--- src/rtl/jtag_master_pkg.sv ---
// Shared types and constants for the synthesizable JTAG shift master.
// TMS prefix words are stored LSB first: bit 0 is driven on the first TCK.
package jtag_master_pkg;

    typedef enum logic [1:0] {
        TAP_RESET = 2'd0,
        IR_SCAN   = 2'd1,
        DR_SCAN   = 2'd2,
        IDLE_OP   = 2'd3
    } jtag_op_e;

    typedef logic [2:0] jtag_state_t;

    localparam jtag_state_t ST_RST_TRST = 3'd0;
    localparam jtag_state_t ST_IDLE     = 3'd1;
    localparam jtag_state_t ST_PRE      = 3'd2;
    localparam jtag_state_t ST_SHIFT    = 3'd3;
    localparam jtag_state_t ST_POST     = 3'd4;
    localparam jtag_state_t ST_RUN      = 3'd5;
    localparam jtag_state_t ST_RESP     = 3'd6;

    localparam logic [5:0] TMS_RESET = 6'b011111;
    localparam logic [2:0] TMS_DR    = 3'b001;
    localparam logic [3:0] TMS_IR    = 4'b0011;

    localparam int TRST_TCKS = 4;

endpackage

--- src/rtl/jtag_shift_master_tck_gen.sv ---
// TCK generator: half-period counter plus TCK register, parked low when idle.
// The rise/fall strobes mark the clk in which the TCK register changes.
module jtag_tck_gen #(
    parameter int CLK_DIV = 4
) (
    input  logic clk_i,
    input  logic rst_i,
    input  logic run_i,
    output logic tck_o,
    output logic tck_rise_o,
    output logic tck_fall_o
);

    localparam int CNT_W = (CLK_DIV > 1) ? $clog2(CLK_DIV) : 1;

    logic [CNT_W-1:0] r_cnt;
    logic             r_tck;
    logic             w_wrap;

    assign w_wrap     = run_i && (r_cnt == CNT_W'(CLK_DIV - 1));
    assign tck_rise_o = w_wrap && !r_tck;
    assign tck_fall_o = w_wrap && r_tck;
    assign tck_o      = r_tck;

    // Half-period counter; stopping the clock also parks TCK low
    always_ff @(posedge clk_i) begin
        if (rst_i) begin
            r_cnt <= {CNT_W{1'b0}};
            r_tck <= 1'b0;
        end else if (!run_i) begin
            r_cnt <= {CNT_W{1'b0}};
            r_tck <= 1'b0;
        end else if (w_wrap) begin
            r_cnt <= {CNT_W{1'b0}};
            r_tck <= ~r_tck;
        end else begin
            r_cnt <= r_cnt + CNT_W'(1);
        end
    end

endmodule

--- src/rtl/jtag_shift_master.sv ---
// JTAG initiator: takes scan commands, walks the TAP through the needed
// states on TMS/TDI and returns the TDO bits captured during the shift.
module jtag_shift_master
    import jtag_master_pkg::*;
#(
    parameter int MAX_LEN = 32,
    parameter int LEN_W   = $clog2(MAX_LEN + 1),
    parameter int CLK_DIV = 4
) (
    input  logic               clk_i,
    input  logic               rst_i,
    input  logic               cmd_valid_i,
    output logic               cmd_ready_o,
    input  logic [1:0]         cmd_op_i,
    input  logic [LEN_W-1:0]   cmd_len_i,
    input  logic [MAX_LEN-1:0] cmd_data_i,
    output logic               rsp_valid_o,
    input  logic               rsp_ready_i,
    output logic [MAX_LEN-1:0] rsp_data_o,
    output logic               busy_o,
    output logic               jtag_tck_o,
    output logic               jtag_trst_no,
    output logic               jtag_tms_o,
    output logic               jtag_tdi_o,
    input  logic               jtag_tdo_i
);

    jtag_state_t        r_state;
    jtag_op_e           r_op;
    logic [LEN_W-1:0]   r_len;
    logic [LEN_W-1:0]   r_idx;
    logic [MAX_LEN-1:0] r_data;
    logic [MAX_LEN-1:0] r_cap;
    logic [MAX_LEN-1:0] r_rsp_data;
    logic [5:0]         r_pat;
    logic [2:0]         r_pre_last;
    logic               r_cmd_ready;
    logic               r_rsp_valid;
    logic               r_busy;
    logic               r_trst_n;
    logic               r_tms;
    logic               r_tdi;

    logic               w_run;
    logic               w_rise;
    logic               w_fall;
    logic               w_last;
    logic [LEN_W-1:0]   w_len_clamp;
    logic [LEN_W-1:0]   w_scan_len;
    logic [LEN_W-1:0]   w_shamt;
    logic [MAX_LEN-1:0] w_rsp_aligned;
    logic [5:0]         w_pat;
    logic [2:0]         w_pre_last;

    assign w_run  = (r_state != ST_IDLE) && (r_state != ST_RESP);
    assign w_last = (r_idx == (r_len - LEN_W'(1)));

    // Captured bits enter at the MSB, so the first bit lands at MAX_LEN-len
    assign w_shamt       = LEN_W'(MAX_LEN) - r_len;
    assign w_rsp_aligned = r_cap >> w_shamt;

    jtag_tck_gen #(
        .CLK_DIV (CLK_DIV)
    ) u_tck_gen (
        .clk_i      (clk_i),
        .rst_i      (rst_i),
        .run_i      (w_run),
        .tck_o      (jtag_tck_o),
        .tck_rise_o (w_rise),
        .tck_fall_o (w_fall)
    );

    // Command length after clamping; scans shift at least one bit
    always_comb begin
        w_len_clamp = cmd_len_i;
        w_scan_len  = cmd_len_i;
        if (cmd_len_i > LEN_W'(MAX_LEN)) begin
            w_len_clamp = LEN_W'(MAX_LEN);
        end else begin
            w_len_clamp = cmd_len_i;
        end
        if (w_len_clamp == {LEN_W{1'b0}}) begin
            w_scan_len = LEN_W'(1);
        end else begin
            w_scan_len = w_len_clamp;
        end
    end

    // TMS prefix for the incoming op
    always_comb begin
        w_pat      = 6'b000000;
        w_pre_last = 3'd0;
        case (jtag_op_e'(cmd_op_i))
            TAP_RESET: begin
                w_pat      = TMS_RESET;
                w_pre_last = 3'd5;
            end
            IR_SCAN: begin
                w_pat      = {2'b00, TMS_IR};
                w_pre_last = 3'd3;
            end
            DR_SCAN: begin
                w_pat      = {3'b000, TMS_DR};
                w_pre_last = 3'd2;
            end
            default: begin
                w_pat      = 6'b000000;
                w_pre_last = 3'd0;
            end
        endcase
    end

    // Command FSM: TMS/TDI change on TCK fall, TDO is taken on TCK rise
    always_ff @(posedge clk_i) begin
        if (rst_i) begin
            r_state     <= ST_RST_TRST;
            r_op        <= TAP_RESET;
            r_len       <= {LEN_W{1'b0}};
            r_idx       <= {LEN_W{1'b0}};
            r_data      <= {MAX_LEN{1'b0}};
            r_cap       <= {MAX_LEN{1'b0}};
            r_rsp_data  <= {MAX_LEN{1'b0}};
            r_pat       <= 6'b000000;
            r_pre_last  <= 3'd0;
            r_cmd_ready <= 1'b0;
            r_rsp_valid <= 1'b0;
            r_busy      <= 1'b0;
            r_trst_n    <= 1'b0;
            r_tms       <= 1'b1;
            r_tdi       <= 1'b0;
        end else begin
            case (r_state)
                ST_RST_TRST: begin
                    if (w_fall) begin
                        if (r_idx == LEN_W'(TRST_TCKS - 1)) begin
                            r_trst_n    <= 1'b1;
                            r_cmd_ready <= 1'b1;
                            r_idx       <= {LEN_W{1'b0}};
                            r_state     <= ST_IDLE;
                        end else begin
                            r_idx <= r_idx + LEN_W'(1);
                        end
                    end
                end
                ST_IDLE: begin
                    if (cmd_valid_i && r_cmd_ready) begin
                        r_cmd_ready <= 1'b0;
                        r_busy      <= 1'b1;
                        r_op        <= jtag_op_e'(cmd_op_i);
                        r_data      <= cmd_data_i;
                        r_cap       <= {MAX_LEN{1'b0}};
                        r_idx       <= {LEN_W{1'b0}};
                        r_pat       <= w_pat;
                        r_pre_last  <= w_pre_last;
                        r_tdi       <= 1'b0;
                        case (jtag_op_e'(cmd_op_i))
                            TAP_RESET: begin
                                r_len   <= {LEN_W{1'b0}};
                                r_tms   <= w_pat[0];
                                r_state <= ST_PRE;
                            end
                            IR_SCAN, DR_SCAN: begin
                                r_len   <= w_scan_len;
                                r_tms   <= w_pat[0];
                                r_state <= ST_PRE;
                            end
                            default: begin
                                r_len <= w_len_clamp;
                                r_tms <= 1'b0;
                                if (w_len_clamp == {LEN_W{1'b0}}) begin
                                    r_rsp_valid <= 1'b1;
                                    r_rsp_data  <= {MAX_LEN{1'b0}};
                                    r_state     <= ST_RESP;
                                end else begin
                                    r_state <= ST_RUN;
                                end
                            end
                        endcase
                    end
                end
                ST_PRE: begin
                    if (w_fall) begin
                        if (r_idx == LEN_W'(r_pre_last)) begin
                            r_idx <= {LEN_W{1'b0}};
                            if (r_op == TAP_RESET) begin
                                r_rsp_valid <= 1'b1;
                                r_rsp_data  <= {MAX_LEN{1'b0}};
                                r_state     <= ST_RESP;
                            end else begin
                                r_tms   <= (r_len == LEN_W'(1));
                                r_tdi   <= r_data[0];
                                r_state <= ST_SHIFT;
                            end
                        end else begin
                            r_idx <= r_idx + LEN_W'(1);
                            r_pat <= r_pat >> 1;
                            r_tms <= r_pat[1];
                        end
                    end
                end
                ST_SHIFT: begin
                    if (w_rise) begin
                        r_cap <= {jtag_tdo_i, r_cap[MAX_LEN-1:1]};
                    end
                    if (w_fall) begin
                        if (w_last) begin
                            r_idx   <= {LEN_W{1'b0}};
                            r_tms   <= 1'b1;
                            r_tdi   <= 1'b0;
                            r_state <= ST_POST;
                        end else begin
                            r_idx  <= r_idx + LEN_W'(1);
                            r_data <= r_data >> 1;
                            r_tdi  <= r_data[1];
                            r_tms  <= ((r_idx + LEN_W'(2)) == r_len);
                        end
                    end
                end
                ST_POST: begin
                    if (w_fall) begin
                        if (r_idx == {LEN_W{1'b0}}) begin
                            r_idx <= LEN_W'(1);
                            r_tms <= 1'b0;
                        end else begin
                            r_rsp_valid <= 1'b1;
                            r_rsp_data  <= w_rsp_aligned;
                            r_state     <= ST_RESP;
                        end
                    end
                end
                ST_RUN: begin
                    if (w_fall) begin
                        if (w_last) begin
                            r_rsp_valid <= 1'b1;
                            r_rsp_data  <= {MAX_LEN{1'b0}};
                            r_state     <= ST_RESP;
                        end else begin
                            r_idx <= r_idx + LEN_W'(1);
                        end
                    end
                end
                ST_RESP: begin
                    if (rsp_ready_i) begin
                        r_rsp_valid <= 1'b0;
                        r_busy      <= 1'b0;
                        r_cmd_ready <= 1'b1;
                        r_state     <= ST_IDLE;
                    end
                end
                default: begin
                    r_state     <= ST_RST_TRST;
                    r_idx       <= {LEN_W{1'b0}};
                    r_cmd_ready <= 1'b0;
                    r_rsp_valid <= 1'b0;
                    r_busy      <= 1'b0;
                    r_trst_n    <= 1'b0;
                    r_tms       <= 1'b1;
                    r_tdi       <= 1'b0;
                end
            endcase
        end
    end

    assign cmd_ready_o  = r_cmd_ready;
    assign rsp_valid_o  = r_rsp_valid;
    assign rsp_data_o   = r_rsp_data;
    assign busy_o       = r_busy;
    assign jtag_trst_no = r_trst_n;
    assign jtag_tms_o   = r_tms;
    assign jtag_tdi_o   = r_tdi;

endmodule

--- config.mk ---
export PLATFORM = sky130hd
export DESIGN_NAME = jtag_shift_master
export DESIGN_NICKNAME = d
export VERILOG_FILES = /design/src/rtl/jtag_master_pkg.sv /design/src/rtl/jtag_shift_master_tck_gen.sv /design/src/rtl/jtag_shift_master.sv
export SDC_FILE = /design/constraint.sdc
export NUM_CORES = 1
export LEC_CHECK = 0
export CAP_MARGIN = 40
export CORE_MARGIN = 3
export CORE_UTILIZATION = 39
export DETAILED_ROUTE_END_ITERATION = 8
export DONT_BUFFER_PORTS = 1
export PLACE_DENSITY = 0.61
export SKIP_CTS_REPAIR_TIMING = 1
export SLEW_MARGIN = 40
export SYNTH_ARGS = -nofsm -noshare
export SYNTH_HDL_FRONTEND = slang
export SYNTH_HIERARCHICAL = 1
export SYNTH_SLANG_ARGS = --single-unit
--- constraint.sdc ---
create_clock -name clk_i -period 4.05 [get_ports clk_i]
set_clock_uncertainty 0.1 [all_clocks]
set_input_delay 0.2025 -clock clk_i [delete_from_list [all_inputs] [get_ports clk_i]]
set_output_delay 0.2025 -clock clk_i [all_outputs]
set_load 0.01 [all_outputs]
After elaboration in Yosys (flattened, before gate mapping):

Cells that the tools add are included.

* register bits after elaboration: 131
* bits of input ports: 45
* output and inout bits: 39
* word-level logic and storage cells: 199

* $add $sub $neg: 5
* magnitude comparators: 1
* equal/unequal tests: 38
* shift-type cells: 1
* muxes and demuxes: 91
* bitwise logic cells: 9
* reduce and logical (&&, ||, !) cells: 37

Operators by type and width (number)
* 32-bit two-way mux: 15
* 32-bit one-hot mux with 2 select lines: 2
* 32-bit one-hot mux with 4 select lines: 1
* 6-bit two-way mux: 16
* 3-bit two-way mux: 14
* 6-bit one-hot mux with 7 select lines: 1
* 32-bit by 6-bit right shift with 32-bit output: 1
* 1-bit two-way mux: 30
* 2-bit inequality test, second input constant: 15
* 6-bit one-hot mux with 2 select lines: 2
* 12-bit AND reduction: 2
* 3-bit one-hot mux with 7 select lines: 1
* 5-bit one-hot mux with 3 select lines: 1
* 6-bit == test: 2
* 6-bit zero test: 2
* 2-bit by 1-bit inequality test with 1-bit output, second input constant: 6
* 11-bit AND reduction: 1
* 3-bit == test, second input constant: 3
* 1-bit NOT: 9
* 3-bit one-hot mux with 3 select lines: 1
* 3-bit AND reduction: 3
* 9-bit AND reduction: 1
* 3-bit OR reduction: 3
* 1-bit one-hot mux with 4 select lines: 2
* 35 further kinds: 48

Depth between registers and ports, before layout:

* depth after elaboration: 7
* gate-level depth with buffers: 13
* mapped depth without buffers: 10

By module:

The synthesis kept the hierarchy.

Modules (own cells, without submodules)
* jtag_shift_master: times used 1, cells an instance 988, area each 8057.7 um2, sequential area each 2522.4 um2
* jtag_tck_gen: times used 1, cells an instance 12, area each 117.6 um2, sequential area each 60.1 um2

Least setup slack after synthesis:

Ideal clock, no wire load.

* path type: register -> register
* start point: reg r_len[0]
* end point: reg r_data[0]
* library setup time: 0.121 ns
* data arrival time: 3.013 ns
* required time: 3.829 ns
* setup slack: 0.816 ns
* stages on the path, launching flop included: 12
* cells stage by stage: dfxtp_1 -> buf_6 -> clkinv_1 -> buf_1 -> ha_1 -> nor3b_1 -> a211o_1 -> nor3_4 -> a211oi_1 -> o21bai_2 -> buf_2 -> mux2_2

* longest elaborated chain between the ends: 4

RTL lines
* start: declaration: line jtag_shift_master.sv:30 `logic [LEN_W-1:0] r_len;`
* start signal: assignment: line jtag_shift_master.sv:118 `r_len <= {LEN_W{1'b0}};`
* start signal: assignment: line jtag_shift_master.sv:158 `r_len <= {LEN_W{1'b0}};`
* start signal: assignment: line jtag_shift_master.sv:163 `r_len <= w_scan_len;`
* 6-bit by 1-bit subtractor with 6-bit output: line jtag_shift_master.sv:56 `assign w_last = (r_idx == (r_len - LEN_W'(1)));`
* 6-bit == test: line jtag_shift_master.sv:56
* 2-bit inequality test (no source line)
* 4-bit AND reduction (no source line)
* end signal: assignment: line jtag_shift_master.sv:120 `r_data <= {MAX_LEN{1'b0}};`
* end signal: assignment: line jtag_shift_master.sv:150 `r_data <= cmd_data_i;`
* end signal: assignment: line jtag_shift_master.sv:213 `r_data <= r_data >> 1;`
* end: declaration: line jtag_shift_master.sv:32 `logic [MAX_LEN-1:0] r_data;`

Every way passes these cells.
A chain may end at the register's enable or synchronous reset.

Worst setup path after layout:

* start point: reg r_state[2]
* end point: reg r_idx[4]

* longest elaborated chain between the ends: 6
* elaborated cells between the ends (all ways): 23
* classes of those cells: 16 x eq/ne; 1 x mux; 1 x bitwise; 5 x reduce/logical

RTL lines
* start: declaration: line jtag_shift_master.sv:28 `jtag_state_t r_state;`
* start signal: assignment: line jtag_shift_master.sv:116 `r_state <= ST_RST_TRST;`
* start signal: assignment: line jtag_shift_master.sv:139 `r_state <= ST_IDLE;`
* start signal: assignment: line jtag_shift_master.sv:160 `r_state <= ST_PRE;`
* 3-bit by 1-bit inequality test with 1-bit output or 3-bit inequality test (tied branches): line jtag_shift_master.sv:55 `assign w_run = (r_state != ST_IDLE) && (r_state != ST_RESP);`
* 1-bit logical AND *: line jtag_shift_master.sv:55
* net w_run: line jtag_shift_master.sv:44 `logic w_run;`
* 1-bit logical AND *: line jtag_shift_master_tck_gen.sv:20 `assign w_wrap = run_i && (r_cnt == CNT_W'(CLK_DIV - 1));`
* 1-bit logical AND *: line jtag_shift_master_tck_gen.sv:22 `assign tck_fall_o = w_wrap && r_tck;`
* net w_fall: line jtag_shift_master.sv:46 `logic w_fall;`
* 2-bit by 1-bit inequality test with 1-bit output (no source line)
* 9-bit AND reduction (no source line) *
* end signal: assignment: line jtag_shift_master.sv:119 `r_idx <= {LEN_W{1'b0}};`
* end signal: assignment: line jtag_shift_master.sv:138 `r_idx <= {LEN_W{1'b0}};`
* end signal: assignment: line jtag_shift_master.sv:141 `r_idx <= r_idx + LEN_W'(1);`
* end: declaration: line jtag_shift_master.sv:31 `logic [LEN_W-1:0] r_idx;`

Mark *: on every way through the listed nets, which the timed path passes. The rest lies on a longest branch.

==> out/qor.txt <==
Reg2Reg Capture Point = r_idx[4]$_SDFFE_PP0P_
min Tclk post-route = 3.35 ns
# clock sinks = 129
nets@finish = 1,027
status = complete, but fails checks
Logic pwr share = 0.048
Overall Power = 3.11 mW
dpl ws = 0.813 ns
peak supply drop = 0.000280 V
Seq/Total Area, Yosys = 0.316
Worst Path Required = 4.23 ns
WL/cell = 18.4 um
Via density = 5.88
Syn Area/Cell = 8.18 sq um
syn_nets = 1,057
Worst R2R Start = r_state[2]$_SDFFE_PP0P_
CP max stage cell = dfxtp_1
fraction of layout instances using a drive strength above 1 = 0.140
DRT iter0 DRCs = 697
Hold Path End = r_data[25]$_SDFFE_PP0P_
Area Overhead vs Synth = 11.2%
first-pass GRT wire length = 36,400 um
Tot GR Track Use = 0.197
P_sw = 721 uW
port buffer count = 0
GRT Residual Overflow = 0
final worst slack = 0.702 ns
H-Tree Depth = 4
Worst Max-Slew Pin Slew = 0.860 ns
internal power = 2.38 mW
final non-filler cell total = 1,252
Max clock buf depth = 2
leak pwr = 3.17 nW
HP Start = rst_i
Hold Path Stages = 2
Detailed Route WL = 23,000 um
max-slew violation count = 0
Worst path max stage delay = 0.59 ns
DRT Pass-1 Iters = 5
Final period util = 0.827
Cell Pwr Density = 342 nW/um^2
vias in the first global route = 6,824
mapped cell area = 8180 sq um
R2R Setup Slk = 0.70 ns
Distinct cells, synth = 74
count leader, synth = nand2_1
cells after synthesis = 1,000
Placed Area = 8320 sq um
Slew HR = 0.423
fin area = 9090 sq um
worst reg2reg path depth = 9
Reg clk slew, reported paths = 0.06 ns
CTS tree = done
Final GP Congestion = 0.976
Filler cells = 2,087
top cell type's share of synthesized area = 0.316
CTS root buf = clkbuf_16
# IOs = 84
max-cap violation count = 0
pin count of the biggest net entering global routing = 154
Die Span Y = 151 um
cells along the critical path = nand2b_1, nor2_1, a21oi_1, and3_1, inv_1, a22o_1, a221oi_2, and2_1, o311ai_0
hold slack = -0.0427 ns
Yosys top cell by area = dfxtp_1
CP Capture Type = register
Initial Utilization = 0.400
arrival time at the worst endpoint = 3.53 ns
setup TNS = 0 ns
Worst-Skew Late Latency = 0.42 ns
flops & latches, synth = 129
initial antenna violation count = 0
placed cell count = 1,208
largest cells by area after synthesis = dfxtp_1 (32%), nand2_1 (7.7%), a21oi_1 (6.7%)
crit path kind = reg -> reg
diode count = 0
FMAX = 0.299 GHz
Sw Ratio = 0.232
sequential share of power = 0.421
via count = 7,356
HP Class = in -> reg
number of flops mapped to enable cells by yosys = 0
Rows = 52
total CTS buffers = 17
Clock power frac = 0.531
DIE AREA = 22,700 sq um
Largest delay share family, worst path = compound AO/OA/AOI/OAI gates
die span in x = 151 um
failing checks = hold timing
Most used DFF post-synth = dfxtp_1
final setup fails = 0
Post-DRT Antenna Nets = 0
HPWL Detailed = 15,300 um
ys async rst share = 0
commonest cells in the netlist = nand2_1 (167), dfxtp_1 (129), a21oi_1 (109), nor2_1 (64), mux2i_1 (48)
unrepaired setup endpoints after global routing = no
critical path launch point type = register
CP bufs+invs = 1
Crit Path Max Fanout = 12
Residual DRC = 0
synth warn = 6
Final Hold Viols = 11
area of the core = 20,400 sq um
cell usage in the layout, fill, tap and decap left out, types with 9 or more instances in the layout:
master	count
inv_1	13
mux4_2	21
o22ai_1	21
o31ai_1	10
clkbuf_16	17
nor3_1	13
dfxtp_1	129
buf_4	21
dlygate4sd3_1	9
ha_1	12
mux2_2	36
xnor2_1	15
nor2b_1	33
nand2_1	167
a21oi_1	108
nand3_1	45
nor2_1	64
mux2i_1	48
nand4_1	20
a31oi_1	24
a211oi_1	22
area by class of cell:
cell class	instances	area (sq um)	area share
Multi-Input combinational cell	771	5180	0.570
Sequential cell	129	2580	0.284
Clock buffer	18	439	0.0483
Tap cell	270	338	0.0371
Timing Repair Buffer	34	305	0.0336
Clock inverter	13	185	0.0204
Inverter	17	63.8	0.00702
through the flow:
stage | util | hold slack (ns)
floorplan | - | 0.238
global placement | 0.407 | 0.189
detailed placement | 0.407 | 0.190
CTS | 0.438 | -0.262
global route | 0.445 | 0.000738
finish | 0.445 | -0.0427
layer usage:
metal / track usage / vias up / share of wire
met3: 0.0563 / 24 / 0.066
li1: - / 3555 / -
met5: 0 / - / 0
met1: 0.272 / 3557 / 0.47
met4: 0.0485 / 0 / 0.011
met2: 0.303 / 220 / 0.46
worst max-delay path by stage:
stage                            startpoint                           to  slack [ns]  depth (start not counted)
finish              r_state[2]$_SDFFE_PP0P_        r_idx[4]$_SDFFE_PP0P_        0.70                          9
global route        r_state[2]$_SDFFE_PP0P_        r_idx[4]$_SDFFE_PP0P_        0.45                          9
CTS                 r_state[2]$_SDFFE_PP0P_  rsp_data_o[19]$_SDFFE_PP0P_        0.79                         11
detailed placement  r_state[2]$_SDFFE_PP0P_  rsp_data_o[19]$_SDFFE_PP0P_        0.81                         11
global placement    r_state[2]$_SDFFE_PP0P_        r_idx[4]$_SDFFE_PP0P_        0.81                          9
floorplan             r_len[0]$_SDFFE_PP0P_       r_data[0]$_SDFFE_PP0P_        0.82                         11
sequential cells by signal, summed over array words and instances (netlist names), 2 cells and up:
register and cells:
r_state 3, rsp_data_o 32, r_cap 32, r_idx 6
u_tck_gen/r_cnt 2, r_len 6, r_data 32, r_pre_last 3
r_op 2, r_pat 4
power groups by stage:
stage | clock (mW) | combinational [mW] | sequential (mW)
floorplan | 0 | 0.129 | 1.32
global placement | 0 | 0.113 | 1.33
detailed placement | 0 | 0.114 | 1.33
CTS | 1.68 | 0.115 | 1.30
global route | 1.73 | 0.168 | 1.31
finish | 1.65 | 0.151 | 1.31
logic make-up (layout without fill, tap and decap cells):
family / count (synthesis) / in the layout / synth area share
flip-flops: 129 / 129 / 0.316
XOR/XNOR: 23 / 23 / 0.0272
AO/OA/AOI/OAI: 246 / 246 / 0.194
AND/OR/NAND/NOR: 385 / 385 / 0.224
multiplexers: 105 / 105 / 0.166
adder cells (fa/ha/maj): 12 / 12 / 0.0184
buffers and inverters: 100 / 82 / 0.0551
(Power assumes the default switching activity.)
